<file path="src/rtl/sink_list_writer_pkg.sv">
// rtl/sink_list_writer_pkg.sv - shared constants and state encoding for the sink-list writer and reader
package sink_list_writer_pkg;

  // Memory word, address and node ID width
  localparam int unsigned WORD_WIDTH  = 16;
  // Memory size in bytes (8-bit cells)
  localparam int unsigned MEM_DEPTH   = 1024;
  // Largest list that fits after the header word
  localparam int unsigned MAX_ENTRIES = 511;
  // Header word (entry count) location
  localparam int unsigned HEADER_ADDR = 0;
  // Bytes occupied by one list word
  localparam int unsigned ENTRY_BYTES = 2;

  typedef enum logic [1:0] {
    ST_IDLE    = 2'd0,
    ST_COLLECT = 2'd1,
    ST_HEADER  = 2'd2,
    ST_FINISH  = 2'd3
  } state_t;

  // Byte address of list entry idx; entries start right after the header word
  function automatic int unsigned entry_addr(input int unsigned idx);
    return HEADER_ADDR + ENTRY_BYTES * (idx + 1);
  endfunction

endpackage

</file>
<file path="src/rtl/sink_list_writer_if.sv">
// rtl/sink_list_writer_if.sv - beat stream, control and memory-write bundle of the sink-list writer
interface sink_list_writer_if #(
  parameter int unsigned WORD_WIDTH = sink_list_writer_pkg::WORD_WIDTH
);

  logic                  start;
  logic                  in_valid;
  logic [WORD_WIDTH-1:0] in_data;
  logic                  in_ready;
  logic                  list_end;
  logic [WORD_WIDTH-1:0] address;
  logic                  wr_en;
  logic [WORD_WIDTH-1:0] mem_data_in;
  logic                  busy;
  logic                  done;
  logic                  overflow;

  // Producer of node IDs and consumer of the memory writes
  modport master (
    output start, in_valid, in_data, list_end,
    input  in_ready, address, wr_en, mem_data_in, busy, done, overflow
  );

  // The writer itself
  modport slave (
    input  start, in_valid, in_data, list_end,
    output in_ready, address, wr_en, mem_data_in, busy, done, overflow
  );

endinterface

</file>
<file path="src/rtl/sink_list_writer.sv">
// rtl/sink_list_writer.sv - writes a counted list of sink node IDs into byte-addressed memory
module sink_list_writer #(
  parameter int unsigned WORD_WIDTH  = sink_list_writer_pkg::WORD_WIDTH,
  parameter int unsigned MEM_DEPTH   = sink_list_writer_pkg::MEM_DEPTH,
  parameter int unsigned MAX_ENTRIES = sink_list_writer_pkg::MAX_ENTRIES
) (
  input  logic               clock,
  input  logic               reset,
  sink_list_writer_if.slave  bus
);

  import sink_list_writer_pkg::*;

  // Entries are also bounded by the memory so the top address stays at MEM_DEPTH-2
  localparam int unsigned MEM_ENTRIES = MEM_DEPTH / ENTRY_BYTES - 1;
  localparam int unsigned CAP_ENTRIES = (MAX_ENTRIES < MEM_ENTRIES) ? MAX_ENTRIES : MEM_ENTRIES;
  localparam logic [WORD_WIDTH-1:0] CAP_W  = WORD_WIDTH'(CAP_ENTRIES);
  localparam logic [WORD_WIDTH-1:0] HDR_W  = WORD_WIDTH'(HEADER_ADDR);

  state_t                state;
  logic [WORD_WIDTH-1:0] count;
  logic [WORD_WIDTH-1:0] address_q;
  logic [WORD_WIDTH-1:0] mem_data_q;
  logic                  wr_en_q;
  logic                  in_ready_q;
  logic                  busy_q;
  logic                  done_q;
  logic                  overflow_q;

  assign bus.address     = address_q;
  assign bus.mem_data_in = mem_data_q;
  assign bus.wr_en       = wr_en_q;
  assign bus.in_ready    = in_ready_q;
  assign bus.busy        = busy_q;
  assign bus.done        = done_q;
  assign bus.overflow    = overflow_q;

  // List-writing FSM with inline entry counter; every output is registered
  always_ff @(posedge clock or negedge reset) begin
    if (!reset) begin
      state      <= ST_IDLE;
      count      <= '0;
      address_q  <= '0;
      mem_data_q <= '0;
      wr_en_q    <= 1'b0;
      in_ready_q <= 1'b0;
      busy_q     <= 1'b0;
      done_q     <= 1'b0;
      overflow_q <= 1'b0;
    end else begin
      case (state)
        ST_IDLE: begin
          wr_en_q <= 1'b0;
          done_q  <= 1'b0;
          if (bus.start) begin
            state      <= ST_COLLECT;
            count      <= '0;
            overflow_q <= 1'b0;
            in_ready_q <= 1'b1;
            busy_q     <= 1'b1;
          end
        end

        ST_COLLECT: begin
          wr_en_q <= 1'b0;
          // A beat arriving with list_end is still written; the header follows next cycle
          if (bus.in_valid && in_ready_q) begin
            if (count < CAP_W) begin
              wr_en_q    <= 1'b1;
              address_q  <= WORD_WIDTH'(entry_addr(32'(count)));
              mem_data_q <= bus.in_data;
              count      <= count + 1'b1;
            end else begin
              overflow_q <= 1'b1;
            end
          end
          if (bus.list_end) begin
            state      <= ST_HEADER;
            in_ready_q <= 1'b0;
          end
        end

        ST_HEADER: begin
          // Header goes last so a reader never sees a count covering unwritten entries
          wr_en_q    <= 1'b1;
          address_q  <= HDR_W;
          mem_data_q <= count;
          state      <= ST_FINISH;
        end

        ST_FINISH: begin
          wr_en_q <= 1'b0;
          done_q  <= 1'b1;
          busy_q  <= 1'b0;
          state   <= ST_IDLE;
        end

        default: begin
          state <= ST_IDLE;
        end
      endcase
    end
  end

endmodule
</file>
<file path="src/flat_wrapper.sv">
// flat-port wrapper written by rule: the top's interface ports become plain ports
module sink_list_writer_flat import sink_list_writer_pkg::*;
#(
  parameter int unsigned WORD_WIDTH  = sink_list_writer_pkg::WORD_WIDTH,
  parameter int unsigned MEM_DEPTH   = sink_list_writer_pkg::MEM_DEPTH,
  parameter int unsigned MAX_ENTRIES = sink_list_writer_pkg::MAX_ENTRIES
)
  (clock, reset, bus_start, bus_in_valid, bus_in_data, bus_list_end, bus_in_ready, bus_address, bus_wr_en, bus_mem_data_in, bus_busy, bus_done, bus_overflow);
  sink_list_writer_if #(.WORD_WIDTH(WORD_WIDTH)) bus_i ();
  input  logic clock;
  input  logic reset;
  input wire logic [$bits(bus_i.start)-1:0] bus_start;
  input wire logic [$bits(bus_i.in_valid)-1:0] bus_in_valid;
  input wire logic [$bits(bus_i.in_data)-1:0] bus_in_data;
  input wire logic [$bits(bus_i.list_end)-1:0] bus_list_end;
  output wire logic [$bits(bus_i.in_ready)-1:0] bus_in_ready;
  output wire logic [$bits(bus_i.address)-1:0] bus_address;
  output wire logic [$bits(bus_i.wr_en)-1:0] bus_wr_en;
  output wire logic [$bits(bus_i.mem_data_in)-1:0] bus_mem_data_in;
  output wire logic [$bits(bus_i.busy)-1:0] bus_busy;
  output wire logic [$bits(bus_i.done)-1:0] bus_done;
  output wire logic [$bits(bus_i.overflow)-1:0] bus_overflow;
  assign bus_i.start = bus_start;
  assign bus_i.in_valid = bus_in_valid;
  assign bus_i.in_data = bus_in_data;
  assign bus_i.list_end = bus_list_end;
  assign bus_in_ready = bus_i.in_ready;
  assign bus_address = bus_i.address;
  assign bus_wr_en = bus_i.wr_en;
  assign bus_mem_data_in = bus_i.mem_data_in;
  assign bus_busy = bus_i.busy;
  assign bus_done = bus_i.done;
  assign bus_overflow = bus_i.overflow;
  sink_list_writer #(.WORD_WIDTH(WORD_WIDTH), .MEM_DEPTH(MEM_DEPTH), .MAX_ENTRIES(MAX_ENTRIES)) u_core (.clock(clock), .reset(reset), .bus(bus_i));
endmodule
</file>
<file path="config.mk">
export PLATFORM = sky130hd
export DESIGN_NAME = sink_list_writer_flat
export DESIGN_NICKNAME = d
export VERILOG_FILES = /design/src/rtl/sink_list_writer_pkg.sv /design/src/rtl/sink_list_writer_if.sv /design/src/rtl/sink_list_writer.sv /design/src/flat_wrapper.sv
export SDC_FILE = /design/constraint.sdc
export NUM_CORES = 1
export LEC_CHECK = 0
export BUFFER_PORTS_ARGS = -buffer_cell sky130_fd_sc_hd__buf_4
export CORE_MARGIN = 2
export CORE_UTILIZATION = 30
export DETAILED_ROUTE_END_ITERATION = 6
export PLACE_DENSITY_LB_ADDON = 0.12
export SYNTH_ARGS = -nofsm -noshare
export SYNTH_HDL_FRONTEND = slang
export SYNTH_SLANG_ARGS = --single-unit
</file>
<file path="constraint.sdc">
create_clock -name clock -period 4.1 [get_ports clock]
set_input_delay 0.615 -clock clock [delete_from_list [all_inputs] [get_ports clock]]
set_output_delay 0.615 -clock clock [all_outputs]
set_load 0.05 [all_outputs]
</file>
Word level (Yosys, flattened, before mapping) --
Index checks and enable logic that the tools add are counted. W data, S select, Z words.
Cells by class: $add $sub $neg 2, order comparisons 1, eq/ne operators 8, multiplexer cells 25, reductions and logical operators 12
Operator list (count):
- $mux W16 | 7
- $pmux W16 S2 | 3
- $add A16 B1 Y16 const B | 1
- $lt A16 B9 Y1 const B | 1
- $add A15 B1 Y15 const B | 1
- $pmux W1 S2 | 4
- $pmux W2 S4 | 1
- $reduce_and A4 Y1 | 2
- $mux W1 | 7
- $ne A2 B2 Y1 const B | 3
- $reduce_and A3 Y1 | 2
- $reduce_bool A2 Y1 | 3
- $eq A2 B2 Y1 const B | 2
- $mux W2 | 2
- $ne A2 B1 Y1 const B | 2
- $reduce_and A2 Y1 | 2
- $pmux W1 S3 | 1
- $eq A2 B1 Y1 const B | 1
- $logic_not A2 Y1 | 1
- $reduce_or A2 Y1 | 1
- $logic_and A1 B1 Y1 | 1
Word-level totals: register bits 55, bits of input ports 21, logic and storage cells 57

Longest topological paths before layout --
depth in word-level cells 4, gate-level depth with buffers 8, gate-level depth less buffers 6

Worst setup path after synthesis --
Ideal clock, no wire load.
path type flip-flop to flip-flop, from register u_core.state[0], to register u_core.mem_data_q[10] (netlist: u_core.bus.mem_data_in[10]), library setup time 125 ps, arrival time 1822 ps, required time 3975 ps, slack 2153 ps, cell stages (with the launch flop) 7, buffers on the path 2, period minus slack after synthesis 1947 ps, cell sequence dfrtp_1 > inv_1 > ha_1 > clkbuf_1 > clkbuf_1 > mux2_2 > mux2_4
On the way: cells in the longest elaborated chain, start to end 3, elaborated cells on any way between the ends 7
RTL lines:
- start, declared | line sink_list_writer.sv:20 | state_t state;
- start signal, assigned | line sink_list_writer.sv:41 | state <= ST_IDLE;
- start signal, assigned | line sink_list_writer.sv:56 | state <= ST_COLLECT;
- start signal, assigned | line sink_list_writer.sv:78 | state <= ST_HEADER;
- $eq A2 B1 Y1 or $eq A2 B2 Y1 (tied branches) | line sink_list_writer.sv:51 | case (state)
- $ne A2 B1 Y1 (no source line) or $reduce_bool A2 Y1 (tied branches)
- $reduce_and A3 Y1 (no source line)
- end signal, assigned | line sink_list_writer.sv:71 | mem_data_q <= bus.in_data;
- end signal, assigned | line sink_list_writer.sv:87 | mem_data_q <= count;
- end, declared | line sink_list_writer.sv:23 | logic [WORD_WIDTH-1:0] mem_data_q;
Several ways; a longest one is shown, not always the timed one. A chain may end at the register's enable or synchronous reset.

Worst setup path in the final report --
from register u_core.count[0], to register u_core.mem_data_q[1] (netlist: u_core.bus.mem_data_in[1])
On the way: cells in the longest elaborated chain, start to end 3
RTL lines:
- start, declared | line sink_list_writer.sv:21 | logic [WORD_WIDTH-1:0] count;
- start signal, assigned | line sink_list_writer.sv:72 | count <= count + 1'b1;
- $lt A16 B9 Y1 | line sink_list_writer.sv:68 | if (count < CAP_W) begin
- $ne A2 B1 Y1 (no source line)
- $reduce_and A3 Y1 (no source line)
Every way passes these cells.

==> summary.txt <==
Logic synthesis
  • Synth unique cells: 47
  • Ys Warns: 0
  • Sequential area share after synthesis: 45.2%
  • Avg Cell Area, Syn: 11.7 um^2
  • Post-synth EDFFs: 0
  • Synthesized instance count: 255
  • Synthesized Nets: 282
  • Yosys reg bits: 54
  • Top FF cell, synth: dfrtp_1
  • Synthesized cell area: 2990 um^2
  • Asr flop ratio synth: 100%

Die
  • Die Span Y: 104 um
  • Initial Utilization: 30.7%
  • Die area: 10,800 um^2
  • Core Area: 9730 um^2
  • Row count: 36
  • Die Wd: 104 um
  • Ports: 58

Placed design
  • Placed wire-length estimate: 5060 um
  • Placer Congestion: 0.821
  • IO Port Bufs: 56
  • Dpl ws: 1.44 ns
  • Dpl cell area: 3520 um^2

Clocking
  • Cells resized by post-CTS repair: 0
  • Htree depth: 2
  • Cts hold-fix bufs: 0
  • TritonCTS Buffers: 5
  • Clock Latency Late Sink: 0.30 ns
  • CTS Root Buffer Type: clkbuf_8
  • Clock sink count: 54
  • Clock Tree Buf Depth: 2
  • CTS tree: built
  • Post-CTS Setup Bufs: 0
  • CTS clock-pin slew for the worst setup and hold paths: 0.10 ns

Route
  • Wire length per cell: 16.0 um
  • Vias post-DR: 2,029
  • DR vias/cell: 4.59
  • Routed WL: 7090 um
  • Drt pass-1 iters: 4
  • Number of remaining DRC errors: 0
  • Initial drt markers: 71
  • Detail Route Antenna Nets: 0

Setup path
  • WP data arrival: 2.80 ns
  • Crit path cell chain: ha_1 > nand4_4 > o211ai_4 > o2bb2ai_4 > buf_4 > mux2_4
  • CP max stage delay: 0.61 ns
  • Required @ worst endpoint: 4.29 ns
  • CP Max Fanout: 17
  • Worst path slowest cell: o2bb2ai_4
  • Critical path capture point type: flop
  • Startpoint types: flop
  • Critical path class: reg -> reg

Cells and area
  • Post-layout nets: 335
  • Inserted Diodes: 0
  • Layout cells sized above 1: 38.2%
  • Final instance area: 3610 um^2
  • Filler instances: 992
  • Area Growth Syn to Fin: 20.7%
  • Multi-input gate area: 1490 um^2
  • Sequential Area: 1350 um^2

Global route
  • Initial antenna violation count: 0
  • Total Routing Usage GR: 13.6%
  • First-pass GRT wire length: 11,700 um
  • Vias in the first global route: 2,134
  • Total gr overflow: 0
  • Largest net degree at the start of global routing: 55

STA
  • Final Slew Violations: 0
  • Slew HR: 45.2%
  • RSZ-0062 raised after global routing: no
  • Final Hold Vio Count: 0
  • Setup violators final: 0
  • F_max: 383 MHz
  • Setup TNS after final layout: 0 ns
  • Final period util: 63.7%
  • Final setup margin: 1.49 ns
  • Worst Clk Skew: 0.00671 ns
  • Minimum clock period: 2.61 ns
  • Worst-Margin Slew: 0.822 ns

Worst hold path
  • Hold crit path type: in -> async

Power
  • PD cells: 739 nW/um^2
  • Power Total: 0.00267 W
  • Worst vdd rail ir drop: 0.458 mV
  • Leakage: 1.66 nW

Job
  • Max Cap Violations: 0

Outcome
  • Status: finished, final reports clean
==> sequential cells by signal, summed over array words and instances, names as in the netlist <==
signal                  cells
u_core.bus.wr_en            1
u_core.state                2
u_core.bus.overflow         1
u_core.bus.address         15
u_core.count               16
u_core.bus.done             1
u_core.bus.mem_data_in     16
u_core.bus.busy             1
u_core.bus.in_ready         1
==> final cells by class <==
| type | count | area share, % |
|---|---|---|
| tap | 133 | 4.61 |
| clock inverter | 1 | 0.139 |
| inverter | 20 | 2.08 |
| multi-input combinational | 169 | 41.3 |
| timing repair buffer | 58 | 12.1 |
| clock buffer | 7 | 2.39 |
| sequential | 54 | 37.4 |
==> kinds of logic after synthesis <==
logic type               share of synthesized area (%)
AO/OA/AOI/OAI                                     10.4
adder cells (fa/ha/maj)                           2.51
XOR/XNOR                                         0.586
flip-flops                                        45.2
buffers and inverters                             5.02
AND/OR/NAND/NOR                                   13.3
other                                            0.125
multiplexers                                      22.9
==> metrics by stage <==
stage / hold WS [ns] / util [%] / cells
2_1_floorplan: 0.319 / - / 255
6_report: 0.352 / 37.1 / 442
3_5_place_dp: 0.495 / 36.2 / 434
3_3_place_gp: 0.498 / 36.2 / 434
5_1_grt: 0.415 / 37.1 / 442
4_1_cts: 0.379 / 37.1 / 442
==> synthesized netlist by cell type, types with 5 or more instances <==
master / n / area [um^2]
nor2_1: 15 / 56.3
inv_1: 20 / 75.1
mux2i_1: 11 / 110
ha_1: 6 / 75.1
a21oi_1: 8 / 40.0
nand2_1: 8 / 30.0
nand3_1: 8 / 40.0
mux2_2: 19 / 214
nor4_1: 5 / 31.3
dfrtp_1: 54 / 1350
mux2_4: 24 / 360
clkbuf_1: 5 / 18.8
o21ai_0: 9 / 45.0
nor2b_1: 11 / 68.8
==> per-layer routing <==
layer	track usage (%)	wire [um]	up-vias
met5	0	0	-
met3	2.51	266	4
met2	21.8	3210	46
li1	-	-	1012
met1	19.4	3580	967
met4	2.61	37	0
==> power breakdown <==
group	switching (W)	total (W)	internal, W
clock	0.000176	0.000313	0.000137
sequential	0.0000892	0.000753	0.000664
combinational	0.000915	0.00160	0.000686
==> critical path, delay by kind of cell (launching register included) <==
kind                       cells  cell delay (ns)
AOI/OAI and AO/OA              2             0.77
DFF                            1             0.47
buffers and inverters          1             0.41
muxes                          1             0.33
adders and majority gates      1             0.31
and+or+nand+nor                1             0.19
==> worst paths after layout <==
| kind | start | end | slack [ns] | cells past startpoint |
|---|---|---|---|---|
| setup / recovery | u_core.count[0] | u_core.bus.mem_data_in[1] | 1.49 | 6 |
| setup reg to reg | u_core.count[0] | u_core.bus.mem_data_in[1] | 1.49 | 6 |
| hold reg to reg | u_core.bus.done | u_core.bus.done | 0.52 | 1 |
| hold / removal | reset | u_core.bus.address[12] | 0.35 | 1 |
| max in group asynchronous | reset | u_core.count[15] | 3.28 | 1 |
| min in group clock | u_core.bus.done | u_core.bus.done | 0.52 | 1 |
==> layout by cell type (no fill, tap or decap), types with 9 or more instances in the layout <==
cell,n
buf_4,58
dfrtp_1,54
inv_1,20
o21ai_0,9
mux2_4,24
nor2b_1,11
mux2i_1,11
mux2_2,19
nor2_1,15
No activity file was read; power rests on OpenSTA's default activity.
